<file path="src/rtl/bram_arb_pkg.sv">
// Shared types and default widths for the BRAM port-A arbiter.
// Requester identities, arbitration states and a saturating streak helper.
package bram_arb_pkg;

   localparam int DEFAULT_ADDR_WIDTH = 14;
   localparam int DEFAULT_DATA_WIDTH = 32;
   localparam int DEFAULT_BE_WIDTH   = 4;
   localparam int STREAK_WIDTH       = 4;

   typedef enum logic {
      REQ_IFU = 1'b0,
      REQ_LSU = 1'b1
   } req_id_e;

   typedef enum logic {
      NORMAL = 1'b0,
      FORCE  = 1'b1
   } arb_state_e;

   function automatic logic [STREAK_WIDTH-1:0] sat_inc(input logic [STREAK_WIDTH-1:0] v);
      logic [STREAK_WIDTH-1:0] r;
      if (v == {STREAK_WIDTH{1'b1}}) begin
         r = v;
      end else begin
         r = v + {{(STREAK_WIDTH-1){1'b0}}, 1'b1};
      end
      return r;
   endfunction

endpackage

</file>
<file path="src/rtl/bram_arb_grant.sv">
// Grant generation: m1 has fixed priority, but after MAX_STREAK m1 wins
// against a waiting m0 the FSM forces one m0 grant.
module bram_arb_grant
   import bram_arb_pkg::*;
#(
   parameter int MAX_STREAK = 4
) (
   input  logic a_clk,
   input  logic tb_a_rst,
   input  logic m0_valid,
   input  logic m1_valid,
   output logic grant0,
   output logic grant1
);

   localparam logic [STREAK_WIDTH-1:0] STREAK_LIMIT = STREAK_WIDTH'(MAX_STREAK);

   arb_state_e              state_r;
   arb_state_e              state_nxt_s;
   logic [STREAK_WIDTH-1:0] streak_r;
   logic [STREAK_WIDTH-1:0] streak_nxt_s;

   // state and streak counter registers
   always_ff @(posedge a_clk or posedge tb_a_rst) begin
      if (tb_a_rst) begin
         state_r  <= NORMAL;
         streak_r <= '0;
      end else begin
         state_r  <= state_nxt_s;
         streak_r <= streak_nxt_s;
      end
   end

   // grant vector and next-state; no grant while reset is held
   always_comb begin
      grant0       = 1'b0;
      grant1       = 1'b0;
      state_nxt_s  = state_r;
      streak_nxt_s = streak_r;
      if (tb_a_rst) begin
         state_nxt_s  = NORMAL;
         streak_nxt_s = '0;
      end else begin
         case (state_r)
            NORMAL: begin
               if (m1_valid) begin
                  grant1 = 1'b1;
                  if (m0_valid) begin
                     streak_nxt_s = sat_inc(streak_r);
                  end else begin
                     streak_nxt_s = '0;
                  end
               end else if (m0_valid) begin
                  grant0       = 1'b1;
                  streak_nxt_s = '0;
               end else begin
                  streak_nxt_s = '0;
               end
               if (streak_nxt_s >= STREAK_LIMIT) begin
                  state_nxt_s = FORCE;
               end else begin
                  state_nxt_s = NORMAL;
               end
            end
            FORCE: begin
               // a dropped m0_valid here is a protocol violation: fall back without granting
               grant0       = m0_valid;
               streak_nxt_s = '0;
               state_nxt_s  = NORMAL;
            end
            default: begin
               state_nxt_s  = NORMAL;
               streak_nxt_s = '0;
            end
         endcase
      end
   end

endmodule

</file>
<file path="src/rtl/bram_port_arbiter.sv">
// Shares BRAM port A between instruction fetch (m0) and load/store (m1):
// combinational issue mux plus a one-deep pending-read tracker for response routing.
module bram_port_arbiter
   import bram_arb_pkg::*;
#(
   parameter int ADDR_WIDTH = DEFAULT_ADDR_WIDTH,
   parameter int DATA_WIDTH = DEFAULT_DATA_WIDTH,
   parameter int BE_WIDTH   = DEFAULT_BE_WIDTH,
   parameter int MAX_STREAK = 4
) (
   input  logic                  a_clk,
   input  logic                  tb_a_rst,
   input  logic                  m0_req_valid,
   output logic                  m0_req_ready,
   input  logic                  m0_req_we,
   input  logic [ADDR_WIDTH-1:0] m0_req_addr,
   input  logic [DATA_WIDTH-1:0] m0_req_wdata,
   input  logic [BE_WIDTH-1:0]   m0_req_be,
   output logic                  m0_rsp_valid,
   output logic [DATA_WIDTH-1:0] m0_rsp_rdata,
   input  logic                  m1_req_valid,
   output logic                  m1_req_ready,
   input  logic                  m1_req_we,
   input  logic [ADDR_WIDTH-1:0] m1_req_addr,
   input  logic [DATA_WIDTH-1:0] m1_req_wdata,
   input  logic [BE_WIDTH-1:0]   m1_req_be,
   output logic                  m1_rsp_valid,
   output logic [DATA_WIDTH-1:0] m1_rsp_rdata,
   output logic [ADDR_WIDTH-1:0] bram_addr,
   output logic [DATA_WIDTH-1:0] bram_wr_data,
   output logic                  bram_wr_en,
   output logic [BE_WIDTH-1:0]   bram_wr_byte_en,
   input  logic [DATA_WIDTH-1:0] bram_rd_data
);

   logic                  grant0_s;
   logic                  grant1_s;
   logic                  rd_issue_s;
   req_id_e               rd_owner_s;
   logic [ADDR_WIDTH-1:0] last_addr_r;
   logic [DATA_WIDTH-1:0] last_wdata_r;
   logic                  pend_valid_r;
   req_id_e               pend_owner_r;

   bram_arb_grant #(
      .MAX_STREAK (MAX_STREAK)
   ) u_grant (
      .a_clk    (a_clk),
      .tb_a_rst (tb_a_rst),
      .m0_valid (m0_req_valid),
      .m1_valid (m1_req_valid),
      .grant0   (grant0_s),
      .grant1   (grant1_s)
   );

   assign m0_req_ready = grant0_s;
   assign m1_req_ready = grant1_s;

   // issue mux: idle cycles keep the last address/data on the port
   always_comb begin
      bram_addr       = last_addr_r;
      bram_wr_data    = last_wdata_r;
      bram_wr_en      = 1'b0;
      bram_wr_byte_en = '0;
      rd_issue_s      = 1'b0;
      rd_owner_s      = REQ_IFU;
      if (grant1_s) begin
         bram_addr    = m1_req_addr;
         bram_wr_data = m1_req_wdata;
         bram_wr_en   = m1_req_we;
         if (m1_req_we) begin
            bram_wr_byte_en = m1_req_be;
         end else begin
            bram_wr_byte_en = '0;
         end
         rd_issue_s = ~m1_req_we;
         rd_owner_s = REQ_LSU;
      end else if (grant0_s) begin
         bram_addr    = m0_req_addr;
         bram_wr_data = m0_req_wdata;
         bram_wr_en   = m0_req_we;
         if (m0_req_we) begin
            bram_wr_byte_en = m0_req_be;
         end else begin
            bram_wr_byte_en = '0;
         end
         rd_issue_s = ~m0_req_we;
         rd_owner_s = REQ_IFU;
      end else begin
         rd_issue_s = 1'b0;
      end
   end

   // remembers the last issued address/data for idle cycles
   always_ff @(posedge a_clk or posedge tb_a_rst) begin
      if (tb_a_rst) begin
         last_addr_r  <= '0;
         last_wdata_r <= '0;
      end else if (grant0_s || grant1_s) begin
         last_addr_r  <= bram_addr;
         last_wdata_r <= bram_wr_data;
      end else begin
         last_addr_r  <= last_addr_r;
         last_wdata_r <= last_wdata_r;
      end
   end

   // pending read: BRAM data appears exactly one cycle after the grant
   always_ff @(posedge a_clk or posedge tb_a_rst) begin
      if (tb_a_rst) begin
         pend_valid_r <= 1'b0;
         pend_owner_r <= REQ_IFU;
      end else begin
         pend_valid_r <= rd_issue_s;
         pend_owner_r <= rd_owner_s;
      end
   end

   // response routing; the non-owner sees zero data
   always_comb begin
      m0_rsp_valid = 1'b0;
      m1_rsp_valid = 1'b0;
      m0_rsp_rdata = '0;
      m1_rsp_rdata = '0;
      if (pend_valid_r && (pend_owner_r == REQ_LSU)) begin
         m1_rsp_valid = 1'b1;
         m1_rsp_rdata = bram_rd_data;
      end else if (pend_valid_r) begin
         m0_rsp_valid = 1'b1;
         m0_rsp_rdata = bram_rd_data;
      end else begin
         m0_rsp_valid = 1'b0;
      end
   end

endmodule

</file>
<file path="config.mk">
export PLATFORM = sky130hd
export DESIGN_NAME = bram_port_arbiter
export DESIGN_NICKNAME = d
export VERILOG_FILES = /design/src/rtl/bram_arb_pkg.sv /design/src/rtl/bram_arb_grant.sv /design/src/rtl/bram_port_arbiter.sv
export SDC_FILE = /design/constraint.sdc
export NUM_CORES = 1
export LEC_CHECK = 0
export ABC_AREA = 0
export BUFFER_PORTS_ARGS = -buffer_cell sky130_fd_sc_hd__buf_2
export CELL_PAD_IN_SITES_DETAIL_PLACEMENT = 1
export CELL_PAD_IN_SITES_GLOBAL_PLACEMENT = 1
export CORE_UTILIZATION = 27
export DETAILED_ROUTE_END_ITERATION = 6
export GPL_TIMING_DRIVEN = 0
export PLACE_DENSITY = 0.82
export SYNTH_ARGS = -nofsm -noshare
export SYNTH_HDL_FRONTEND = slang
export SYNTH_HIERARCHICAL = 1
export SYNTH_SLANG_ARGS = --single-unit
export TNS_END_PERCENT = 1
</file>
<file path="constraint.sdc">
create_clock -name a_clk -period 1.8 [get_ports a_clk]
set_clock_uncertainty 0.15 [all_clocks]
set_input_delay 0.27 -clock a_clk [delete_from_list [all_inputs] [get_ports a_clk]]
set_output_delay 0.27 -clock a_clk [all_outputs]
set_load 0.02 [all_outputs]
</file>
# Word-level counts from Yosys, hierarchy flattened
# Cells that the tools add are included.
# W data, S select, Z words.
# totals
reg_bits	53
latchBits	0
ramBits	0
mem_bits_ro	0
inputBits	138
out_inout_bits	119
word_cells	50
memories	0
# classes
n_addsub	1
n_mul	0
div	0
order_cmp	1
eq_ne	1
n_shift	0
mux	36
bitwise_logic	3
reduce_logical	2
# ops
cell	count
$mux W32	5
$mux W4	10
$mux W14	2
$mux W1	16
$pmux W4 S2	1
$add A4 B1 Y4 const B	1
$eq A4 B4 Y1 const B	1
$ge A4 B3 Y1 const B	1
$pmux W1 S2	2
$not A1 Y1	3
$logic_and A1 B1 Y1	1
$logic_or A1 B1 Y1	1

# Longest topological paths before layout
# Gate-level depths: netlist (run 1).
# logic_depth
ltp_word	10
ltp_mapped	7
ltp_nobuf	4

# By module
# The synthesis (run 1) kept the hierarchy.
# modules_own_cells
module	n_inst	cells_per_inst	area_each_um2	seq_area_each_um2
bram_port_arbiter	1	347	3027.9	1201.2
bram_arb_grant	1	27	272.8	125.1

# Least setup slack after synthesis (run 1)
# Ideal clock, no wire load.
# synth_timing
path_type	reg-to-output
startpoint	register u_grant.state_r
endpoint	output bram_addr[0]
t_arrival_ps	1987
t_required_ps	1380
slack_ps	-607
path_stages_with_launch	7
path_buffers	2
path_cell_list	dfrtp_1 > nor2b_4 > nor3b_1 > buf_6 > buf_8 > mux2i_1 > o21ai_0
# synth_via
elab_chain_len	5
word_cells_on_any_way	7
cone_classes	mux (6); bitwise (1)
# synth_rtl
item	line_no	rtl
from (decl)	bram_arb_grant.sv:18	arb_state_e state_r;
from (signal assigned)	bram_arb_grant.sv:29	state_r <= state_nxt_s;
$not A1 Y1	bram_arb_grant.sv:44	case (state_r)
$pmux W1 S2 *	bram_arb_grant.sv:44	
$mux W1 *	bram_arb_grant.sv:40	if (tb_a_rst) begin
via m0_req_ready	bram_port_arbiter.sv:14	output logic m0_req_ready,
$mux W14 *	bram_port_arbiter.sv:78	end else if (grant0_s) begin
$mux W14 *	bram_port_arbiter.sv:67	if (grant1_s) begin
to (decl)	bram_port_arbiter.sv:29	output logic [ADDR_WIDTH-1:0] bram_addr,
# The timed path passes the listed nets; every way through them passes the cells marked *.

# Worst setup path after layout (run 1)
# layout_timing
startpoint	register u_grant.state_r
endpoint	output bram_wr_data[14]
# layout_via
elab_chain_len	5
word_cells_on_any_way	7
cone_classes	mux (6); bitwise (1)
# layout_rtl
item	line_no	rtl
$not A1 Y1	bram_arb_grant.sv:44	
$pmux W1 S2	bram_arb_grant.sv:44	
$mux W1	bram_arb_grant.sv:40	
$mux W32	bram_port_arbiter.sv:78	
$mux W32 *	bram_port_arbiter.sv:67	
to (decl)	bram_port_arbiter.sv:30	output logic [DATA_WIDTH-1:0] bram_wr_data,
# Mark *: on every way between the ends. The rest lies on a longest branch, timed or not.

==> results of run 1 <==
[worst register-to-register path, cell delays in order, from the launching register on]
cell and delay, ns:
dfrtp_1 0.37, nor2b_4 0.06, nor3b_4 0.19, buf_6 0.19
buf_8 0.19, mux2i_1 0.30, o21ai_0 0.11
[layout by cell type, fill, tap and decap left out]
cell type,n
a21oi_1,1
a21oi_2,1
a311oi_1,1
and2_1,29
and2_4,6
and3_1,32
buf_12,8
buf_2,214
buf_4,30
buf_6,25
buf_8,3
bufbuf_16,1
bufinv_16,1
clkbuf_16,6
clkbuf_2,6
clkbuf_4,3
clkbuf_8,5
dfrtp_1,51
dfrtp_2,2
dlygate4sd3_1,3
ha_1,1
inv_1,2
inv_2,1
inv_6,2
mux2i_1,9
mux2i_2,25
mux2i_4,14
nand2_1,49
nand2b_1,1
nand3_1,8
nand3_2,2
nor2_1,5
nor2b_4,2
nor3_1,1
nor3b_4,1
o21ai_0,46
o21ai_1,5
o21ai_2,46
o21bai_1,1
xnor2_1,1
[stage by stage]
stage | cell area [um^2] | setup TNS (ns)
6_report | 5900 | -20.77
5_1_grt | 5900 | -28.04
4_1_cts | 5670 | -21.99
3_5_place_dp | 4970 | -23.47
3_3_place_gp | 4950 | -47.43
2_1_floorplan | 3490 | -2.13
[kinds of logic (layout without fill, tap and decap cells)]
family | Yosys count | after routing | synth area share [%]
buf+inv | 34 | 310 | 7.01
fa+ha+maj | 1 | 1 | 0.379
compound gates | 101 | 101 | 15.6
flops | 53 | 53 | 40.2
simple gates | 136 | 136 | 22.0
mux | 48 | 48 | 14.6
xor+xnor | 1 | 1 | 0.265
[flip-flops by register name, indices dropped and copies added (netlist names)]
name              count
u_grant/streak_r      4
last_wdata_r         32
u_grant/state_r       1
pend_valid_r          1
pend_owner_r          1
last_addr_r          14
[metal layers]
metal / global-route usage (%) / vias to the layer above / routed length [um]
met5: 0 / - / 0
met4: 6.93 / 0 / 247
met3: 4.48 / 20 / 766
met2: 43.1 / 167 / 7810
met1: 24.2 / 1944 / 5290
li1: - / 1867 / -
[worst paths after layout]
kind,end,cells after the start,slack (ns),startpoint
max,bram_wr_data[14],7,-0.46,u_grant/state_r$_DFF_PP0_
min in group asynchronous,u_grant/streak_r[1]$_DFF_PP0_,3,0.39,tb_a_rst
min,last_wdata_r[5]$_DFFE_PP0P_,3,0.07,m1_req_wdata[5]
max in group asynchronous,pend_owner_r$_DFF_PP0_,3,0.43,tb_a_rst
max reg2reg,last_wdata_r[14]$_DFFE_PP0P_,6,0.12,u_grant/state_r$_DFF_PP0_
min reg2reg,last_wdata_r[10]$_DFFE_PP0P_,2,0.44,last_wdata_r[10]$_DFFE_PP0P_
[cell type report]
class                   instances  area [um^2]
fillers                      1399         6060
inverters                       3         11.3
multi-input cells             287         2210
plain buffers                  31          354
flip-flops and latches         53         1330
repair buffers                268         1640
well taps                     147          184
clock inverters                 3         47.5
clock buffers                   5          125
[power breakdown]
| part | total [mW] | switching, mW | internal, mW |
|---|---|---|---|
| Combinational | 1.51 | 0.819 | 0.695 |
| Clock | 1.14 | 0.470 | 0.668 |
| Sequential | 1.43 | 0.0848 | 1.34 |
[timing repair]
item,CTS,global route
cloned,1,0
buffers inserted,6,1
hold buffers,3,0
resized for setup,120,50
setup endpoints to repair,124,88
endpoints found under the hold margin,20,0
pin swaps,4,0
==> impl_metrics.py, run 1 <==
metrics = {
    "clocking": {
        "clock_sinks": 53,
        "cts_max_path_buffers": 2,
        "cts_buffers": 5,
        "clk_pin_slew_worst_paths_ns": 0.08,
        "cts_root_buf": "clkbuf_16",
        "clk_latency_ns": 0.29,
        "cts_tree": "built",
        "htree_levels": 2,
    },
    "detailed_routing": {
        "vias_per_cell": 5.02,
        "wl_per_cell_um": 17.7,
        "ant_nets": 0,
        "dr.first_iter.drc_count": 117,
        "drcViolationCount": 0,
        "vias": 3998,
        "first_pass_iters": 4,
        "wl_um": 14100,
    },
    "grt": {
        "grt_pass1_wl_um": 22500,
        "grt_use_total_pct": 22.3,
        "antenna_found_initial": 0,
        "grt_max_degree": 34,
        "grt.overflow.total": 0,
        "grt_pass1_vias": 4408,
    },
    "yosys": {
        "synth_top_area_cell": "dfrtp_1",
        "synth_cells": 374,
        "yosys_warnings": 6,
        "yosysTopAreaCellShare_pct": 40.2,
        "synthTopCellsByCount": "97 x o21ai_0, 53 x dfrtp_1, 49 x nand2_1",
        "synth-edff-count": 0,
        "synth-async-reset-ratio_pct": 100,
        "ys_seq_elements": 53,
        "synth_area_leaders": "dfrtp_1 40%, o21ai_0 15%, mux2i_1 15%",
        "synth-seq-area-share_pct": 40.2,
        "synth_top_flop_cell": "dfrtp_1",
        "synthDistinctLibCells": 27,
        "syn_nets": 513,
        "yosysMostFrequentCell": "o21ai_0",
        "syn_area_per_cell_um2": 8.83,
        "synthesis.area_mm2": 0.00330,
    },
    "floorplan": {
        "die_h_um": 113,
        "core-area_mm2": 0.0120,
        "num_io_pins": 257,
        "die-area_mm2": 0.0127,
        "start_util_pct": 27.6,
        "fp.dieW_um": 113,
        "fp-row-count": 40,
    },
    "placed_design": {
        "dp_cells": 778,
        "portBuffers": 256,
        "gp_congestion": 0.848,
        "post-place-ws_ns": -0.439,
        "post-dp-hpwl_um": 10700,
    },
    "timing": {
        "fin_crit_ns": 2.26,
        "period_share_pct": 126,
        "worstMarginPinSlew_ns": 0.757,
        "maxSlewHeadroom_pct": 49.4,
        "setup_ws_ns": -0.460,
        "whs_ns": 0.0694,
        "hold_viol_final": 0,
        "maxSlewViolCount": 0,
        "setup_viol": 78,
        "max_freq_mhz": 442,
        "rsz0062_at_grt": "yes",
    },
    "worst_setup_path": {
        "end_kind": "output port",
        "cp_max_fo": 10,
        "start_kind": "register",
        "cp.arrival_ns": 1.84,
        "cp.required_ns": 1.38,
        "crit_family": "buffers and inverters",
        "path_buf_inv": 3,
        "path_class": "reg -> out",
        "critical_path.max_stage_delay_ns": 0.37,
        "worstPathCellList": "nor2b_4 -> nor3b_4 -> buf_6 -> buf_8 -> mux2i_1 -> o21ai_2 -> buf_2",
        "crit_slowest_cell": "dfrtp_1",
    },
    "final_layout": {
        "instances_no_fill": 797,
        "syn2layout_area_growth_pct": 78.8,
        "drive_above_1_share_pct": 62.2,
        "final_util_pct": 49.3,
        "diodes": 0,
        "final_nets": 788,
    },
    "worst_hold_path": {
        "hp-class": "in -> reg",
    },
    "status": {
        "outcome": "finished with violations",
        "violations": "negative setup slack",
    },
    "pwr": {
        "finalPower_mw": 4.08,
        "p_per_area_mw_per_mm2": 691,
        "vdd_drop_max_uv": 480,
        "p_leak_nw": 3.01,
    },
    "run": {
        "cap_violations": 0,
    },
}
Power figures use the tool's default switching activity.
==> inputs of run 2 (changes only) <==
--- a/config.mk
+++ b/config.mk
@@ -5,13 +5,14 @@
 export SDC_FILE = /design/constraint.sdc
 export NUM_CORES = 1
 export LEC_CHECK = 0
-export ABC_AREA = 0
+export ABC_AREA = 1
 export BUFFER_PORTS_ARGS = -buffer_cell sky130_fd_sc_hd__buf_2
 export CELL_PAD_IN_SITES_DETAIL_PLACEMENT = 1
 export CELL_PAD_IN_SITES_GLOBAL_PLACEMENT = 1
-export CORE_UTILIZATION = 27
+export CORE_UTILIZATION = 25
 export DETAILED_ROUTE_END_ITERATION = 6
 export GPL_TIMING_DRIVEN = 0
+export HOLD_SLACK_MARGIN = 0.1
 export PLACE_DENSITY = 0.82
 export SYNTH_ARGS = -nofsm -noshare
 export SYNTH_HDL_FRONTEND = slang
==> run 2 against run 1 <==
Largest cell class is now non-clock buffers. Combinational power increased by 8%. Cell count increased by 18%. Largest power group unchanged. The run still ends with negative setup slack left. Fmax is 3.5% higher. Die area rose by 2.4%. Sequential share of layout area shrank 1.7 points. First-iteration DRC count shrank 0.85%. Setup slack improved by 0.076 ns. Clock-buffer cell count stayed put.
==> impl_metrics.py, run 2 <==
metrics = {
    "worst_setup_path": {
        "cp.depth": 9,
        "start_kind": "register",
        "crit_start": "u_grant/state_r$_DFF_PP0_",
        "crit_path_end": "bram_wr_data[13]",
        "r2r_slack_ns": 0.15,
        "rr_endpoint": "last_wdata_r[15]$_DFFE_PP0P_",
        "crit_slowest_cell": "dfrtp_1",
        "cp.arrival_ns": 1.76,
        "cp_max_fo": 10,
        "end_kind": "output port",
        "path_buf_inv": 5,
        "path_class": "reg -> out",
        "r2r_start": "u_grant/state_r$_DFF_PP0_",
        "cp.required_ns": 1.38,
        "worstRegToRegCells": 9,
        "critical_path.max_stage_delay_ns": 0.38,
        "worstPathCellList": "inv_2 -> nand2_4 -> nor2_4 -> buf_6 -> inv_4 -> clkbuf_8 -> nand3_1 -> nand3_2 -> buf_6",
        "worst_path_most_repeated_cell": "buf_6",
        "crit_family": "buffers and inverters",
    },
    "pwr": {
        "vdd_drop_max_uv": 467,
        "p_leak_nw": 3.74,
        "finalPower_mw": 4.18,
        "p_per_area_mw_per_mm2": 657,
    },
    "final_layout": {
        "reg.largest.list": "last_wdata_r (32), last_addr_r (14), u_grant/streak_r (4)",
        "diodes": 0,
        "final_util_pct": 52.5,
        "syn2layout_area_growth_pct": 103,
        "final_common_cell": "buf_2",
        "final_nets": 907,
        "instances_no_fill": 937,
        "largest_reg_flops": 32,
        "drive_above_1_share_pct": 59.7,
        "final_cell_mix": "191 x buf_2, 79 x nand3_2, 67 x nor2_1, 62 x nand3_1, 57 x nand2_1",
        "largest_register": "last_wdata_r",
    },
    "yosys": {
        "synth_cells": 469,
        "syn_area_per_cell_um2": 6.68,
        "synth-edff-count": 0,
        "synth_top_area_cell": "dfrtp_1",
        "synthesis.area_mm2": 0.00313,
        "synthTopCellsByCount": "142 x nand3_1, 116 x nand2_1, 72 x nor2_1",
        "yosysMostFrequentCell": "nand3_1",
        "syn_nets": 608,
        "yosysTopAreaCellShare_pct": 42.3,
        "synth-seq-area-share_pct": 42.3,
        "yosys_warnings": 6,
        "synthDistinctLibCells": 16,
        "ys_seq_elements": 53,
        "synth_top_flop_cell": "dfrtp_1",
        "synth-async-reset-ratio_pct": 100,
        "synth_area_leaders": "dfrtp_1 42%, nand3_1 23%, nand2_1 14%",
    },
    "timing": {
        "period_share_pct": 121,
        "maxSlewHeadroom_pct": 66.5,
        "maxSlewViolCount": 0,
        "max_freq_mhz": 458,
        "setup_ws_ns": -0.384,
        "tns_ns": -17.16,
        "setup_viol": 51,
        "worstMarginPinSlew_ns": 0.501,
        "hold_viol_final": 0,
        "fin_crit_ns": 2.18,
        "rsz0062_at_grt": "yes",
    },
    "floorplan": {
        "start_util_pct": 25.9,
        "fp.dieW_um": 114,
        "die-area_mm2": 0.0130,
        "fp-row-count": 40,
        "die_h_um": 114,
        "num_io_pins": 257,
        "core-area_mm2": 0.0121,
    },
    "placed_design": {
        "gp_congestion": 0.858,
        "post-dp-hpwl_um": 10900,
        "portBuffers": 256,
        "post-place-ws_ns": -0.512,
        "dp_cells": 894,
    },
    "clocking": {
        "cts_root_buf": "clkbuf_16",
        "cts_buffers": 5,
        "clk_pin_slew_worst_paths_ns": 0.07,
        "clk_latency_ns": 0.29,
        "htree_levels": 2,
        "cts_tree": "built",
        "clock_sinks": 53,
        "cts_max_path_buffers": 2,
    },
    "detailed_routing": {
        "dr.first_iter.drc_count": 116,
        "vias": 4445,
        "ant_nets": 0,
        "vias_per_cell": 4.74,
        "wl_per_cell_um": 16.8,
        "wl_um": 15800,
        "first_pass_iters": 4,
        "drcViolationCount": 0,
    },
    "status": {
        "outcome": "finished with violations",
        "violations": "negative setup slack",
    },
    "grt": {
        "grt_max_degree": 29,
        "grt.overflow.total": 0,
        "grt_pass1_vias": 4703,
        "grt_pass1_wl_um": 22900,
        "grt_use_total_pct": 22.5,
        "antenna_found_initial": 0,
    },
    "worst_hold_path": {
        "hp-class": "in -> reg",
        "holdPathStages": 3,
    },
    "run": {
        "cap_violations": 0,
    },
}
[run 2: changes by cell type in the layout (fill, tap and decap cells not counted), sizes merged, moves of 4 or more]
cell / delta
nand3: +132
o21ai: -96
nand2: +70
nor2: +70
mux2i: -48
inv: +43
and2: -35
and3: -32
dlygate4sd3: +22
clkbuf: -7
buf: +5
nand4: +4
[run 2: area by class of cell]
cell class	count	area [um^2]
fill	1525	5750
multi-input combinational	343	2210
timing repair buffer	294	1990
sequential	53	1330
buffer	24	279
tap	168	210
inverter	47	179
clock buffer	5	125
clock inverter	3	43.8
[run 2: routing by layer]
layer | vias to the layer above | wire length [um] | GRT usage [%]
met1 | 2162 | 5540 | 22.5
li1 | 2102 | - | -
met3 | 20 | 810 | 3.51
met5 | - | 0 | 0
met4 | 0 | 285 | 5.19
met2 | 161 | 9130 | 47.3
[run 2: stage by stage]
step                      hold WS (ns)  cell area [um^2]
final                           0.0946              6360
after global routing             0.105              6360
after CTS                        0.101              5970
after detailed placement        0.0942              4910
after global placement          0.0768              4890
after floorplan                -0.0859              3400
[run 2: how the worst min path moves through the flow]
stage | from | end | slack, ns
final | m1_req_wdata[26] | last_wdata_r[26]$_DFFE_PP0P_ | 0.09
after global placement | tb_a_rst | u_grant/state_r$_DFF_PP0_ | 0.08
after detailed placement | tb_a_rst | u_grant/state_r$_DFF_PP0_ | 0.09
after floorplan | tb_a_rst | u_grant/state_r$_DFF_PP0_ | -0.09
after global routing | m1_req_wdata[3] | last_wdata_r[3]$_DFFE_PP0P_ | 0.11
after CTS | m1_req_wdata[18] | last_wdata_r[18]$_DFFE_PP0P_ | 0.10
[run 2: worst register-to-register path: cells and delay by family, from the launching register on]
kind,cells,cell delay (ns)
flip-flops,1,0.38
buffers and inverters,4,0.53
AND/OR/NAND/NOR,5,0.46
[run 2: cell families after synthesis]
logic type,count (synthesis),share of synthesized area (%)
buffers and inverters,73,9.39
AO/OA/AOI/OAI,2,0.319
flip-flops,53,42.3
adder cells (fa/ha/maj),1,0.399
AND/OR/NAND/NOR,340,47.5
[run 2: what timing repair did]
item | in CTS | in global routing
setup endpoints to repair | 138 | 111
buffers inserted | 11 | 1
hold buffers | 25 | 0
pin swaps | 3 | 2
resized for setup | 173 | 114
hold endpoints to repair | 48 | 0
[run 2: power breakdown]
| part | switching, mW | internal, mW | total [mW] | leakage (nW) |
|---|---|---|---|---|
| Combinational | 0.886 | 0.740 | 1.63 | 2.99 |
| Clock | 0.458 | 0.660 | 1.12 | 0.0842 |
| Sequential | 0.0947 | 1.34 | 1.43 | 0.663 |
==> inputs of run 3 (changes only) <==
--- a/config.mk
+++ b/config.mk
@@ -5,11 +5,10 @@
 export SDC_FILE = /design/constraint.sdc
 export NUM_CORES = 1
 export LEC_CHECK = 0
-export ABC_AREA = 1
 export BUFFER_PORTS_ARGS = -buffer_cell sky130_fd_sc_hd__buf_2
 export CELL_PAD_IN_SITES_DETAIL_PLACEMENT = 1
 export CELL_PAD_IN_SITES_GLOBAL_PLACEMENT = 1
-export CORE_UTILIZATION = 25
+export CORE_UTILIZATION = 27
 export DETAILED_ROUTE_END_ITERATION = 6
 export GPL_TIMING_DRIVEN = 0
 export HOLD_SLACK_MARGIN = 0.1
==> run 3 against run 2 <==
Routed wire length is 0.30% higher. First-iteration DRC count is 56% higher. Combinational power hardly changed. Sequential power hardly changed. Clock power is 4% higher. Hold slack better by 0.0048 ns. The flow still finishes with violations (negative setup slack). Setup slack worse by 0.13 ns. Critical path type unchanged.
==> impl_metrics.py, run 3 (synthesis gave the netlist of run 1 again) <==
metrics = {
    "status": {
        "outcome": "finished with violations",
        "violations": "negative setup slack",
    },
    "pwr": {
        "finalPower_mw": 4.22,
        "vdd_drop_max_uv": 489,
        "p_per_area_mw_per_mm2": 668,
        "p_leak_nw": 3.17,
    },
    "timing": {
        "worstMarginPinSlew_ns": 0.770,
        "maxSlewViolCount": 0,
        "period_share_pct": 129,
        "maxSlewHeadroom_pct": 48.5,
        "rsz0062_at_grt": "yes",
        "fin_crit_ns": 2.32,
        "setup_viol": 74,
        "max_freq_mhz": 431,
        "setup_ws_ns": -0.519,
        "hold_viol_final": 0,
    },
    "grt": {
        "grt_pass1_vias": 4636,
        "grt_pass1_wl_um": 24300,
        "grt_use_total_pct": 24.3,
        "grt.overflow.total": 0,
        "grt_max_degree": 34,
        "antenna_found_initial": 1,
    },
    "detailed_routing": {
        "vias": 4186,
        "vias_per_cell": 5.02,
        "ant_nets": 0,
        "dr.first_iter.drc_count": 181,
        "wl_um": 15800,
        "first_pass_iters": 4,
        "drcViolationCount": 0,
        "wl_per_cell_um": 19.0,
    },
    "placed_design": {
        "gp_congestion": 0.848,
        "post-place-ws_ns": -0.439,
        "portBuffers": 256,
        "post-dp-hpwl_um": 10700,
    },
    "worst_setup_path": {
        "cp.required_ns": 1.38,
        "cp.arrival_ns": 1.90,
        "r2r_slack_ns": 0.07,
        "worstRegToRegCells": 7,
        "r2r_start": "u_grant/state_r$_DFF_PP0_",
        "start_kind": "register",
        "path_class": "reg -> out",
        "rr_endpoint": "last_wdata_r[12]$_DFFE_PP0P_",
        "cp_max_fo": 10,
        "end_kind": "output port",
    },
    "floorplan": {
        "die-area_mm2": 0.0127,
        "start_util_pct": 27.6,
        "num_io_pins": 257,
        "fp-row-count": 40,
        "fp.dieW_um": 113,
        "core-area_mm2": 0.0120,
        "die_h_um": 113,
    },
    "final_layout": {
        "seq_area_mm2": 0.00133,
        "largest_reg_flops": 32,
        "final_common_cell": "buf_2",
        "syn2layout_area_growth_pct": 91.4,
        "drive_above_1_share_pct": 58.7,
        "final_nets": 824,
        "final_cell_mix": "213 x buf_2, 51 x dfrtp_1, 48 x nand2_1, 46 x o21ai_2, 46 x o21ai_0",
        "reg.largest.list": "last_wdata_r (32), last_addr_r (14), u_grant/streak_r (4)",
        "final_util_pct": 52.8,
        "multi_input_area_mm2": 0.00223,
        "fillerInstances": 1378,
        "largest_register": "last_wdata_r",
    },
    "clocking": {
        "clock_sinks": 53,
        "cts_max_path_buffers": 2,
        "cts_tree": "built",
        "clk_pin_slew_worst_paths_ns": 0.08,
        "htree_levels": 2,
        "cts_buffers": 5,
        "clk_latency_ns": 0.29,
        "cts_root_buf": "clkbuf_16",
    },
    "worst_hold_path": {
        "holdPathStages": 3,
        "holdPathEnd": "last_wdata_r[24]$_DFFE_PP0P_",
        "hp-class": "in -> reg",
        "hp-start": "m1_req_wdata[24]",
    },
    "run": {
        "cap_violations": 0,
    },
}
==> run 3: how the worst max path moves through the flow <==
stage | from | slack, ns | depth (start not counted) | end
6_report | u_grant/state_r$_DFF_PP0_ | -0.52 | 8 | bram_wr_byte_en[1]
5_1_grt | u_grant/state_r$_DFF_PP0_ | -0.60 | 8 | bram_wr_byte_en[1]
4_1_cts | u_grant/state_r$_DFF_PP0_ | -0.43 | 7 | bram_addr[2]
3_5_place_dp | tb_a_rst | -0.44 | 7 | bram_wr_byte_en[2]
3_3_place_gp | tb_a_rst | -0.59 | 2 | last_addr_r[7]$_DFFE_PP0P_
2_1_floorplan | u_grant/state_r$_DFF_PP0_ | -0.08 | 7 | bram_wr_byte_en[1]
==> run 3: final cells by class <==
type,instances,area share (%)
antenna,1,0.0396
buffer,31,5.61
clock buffer,5,1.98
clock inverter,3,0.753
inverter,3,0.178
multi-input combinational,287,35.3
sequential,53,21.0
tap,147,2.91
timing repair buffer,304,32.2
==> run 3: report_power, final <==
| part | internal [mW] | switching, mW |
|---|---|---|
| Clock | 0.668 | 0.487 |
| Combinational | 0.769 | 0.865 |
| Sequential | 1.34 | 0.0919 |
| Total | 2.78 | 1.44 |
==> run 3: through the flow <==
stage	hold WS, ns	area, um^2	std cells	setup TNS [ns]
after global routing	0.112	6320	834	-28.74
after global placement	0.0803	4950	777	-47.43
final	0.0994	6320	834	-21.85
after floorplan	-0.0807	3490	374	-2.13
after detailed placement	0.0995	4970	778	-23.47
after CTS	0.100	6040	833	-21.99
==> run 3: metal layers <==
metal | vias up | routed length (um) | GRT usage, %
met3 | 30 | 880 | 4.48
met5 | - | 0 | 0
met4 | 0 | 398 | 7.38
met1 | 2038 | 5680 | 26.3
met2 | 184 | 8860 | 47.5
li1 | 1934 | - | -
==> run 3: worst max-delay path: stages (launching register included) <==
cell	delay (ns)
dfrtp_1	0.40
nor2b_4	0.18
and2_4	0.21
buf_8	0.13
buf_12	0.13
buf_8	0.14
nand3_1	0.09
o21ai_1	0.14
buf_4	0.18
==> run 3: repair_timing <==
item,4_1_cts,5_1_grt
setup endpoints to repair,124,91
hold buffers,40,0
hold endpoints to repair,57,0
resized for setup,120,64
pin swaps,4,0
setup buffers,6,0
cloned,1,0
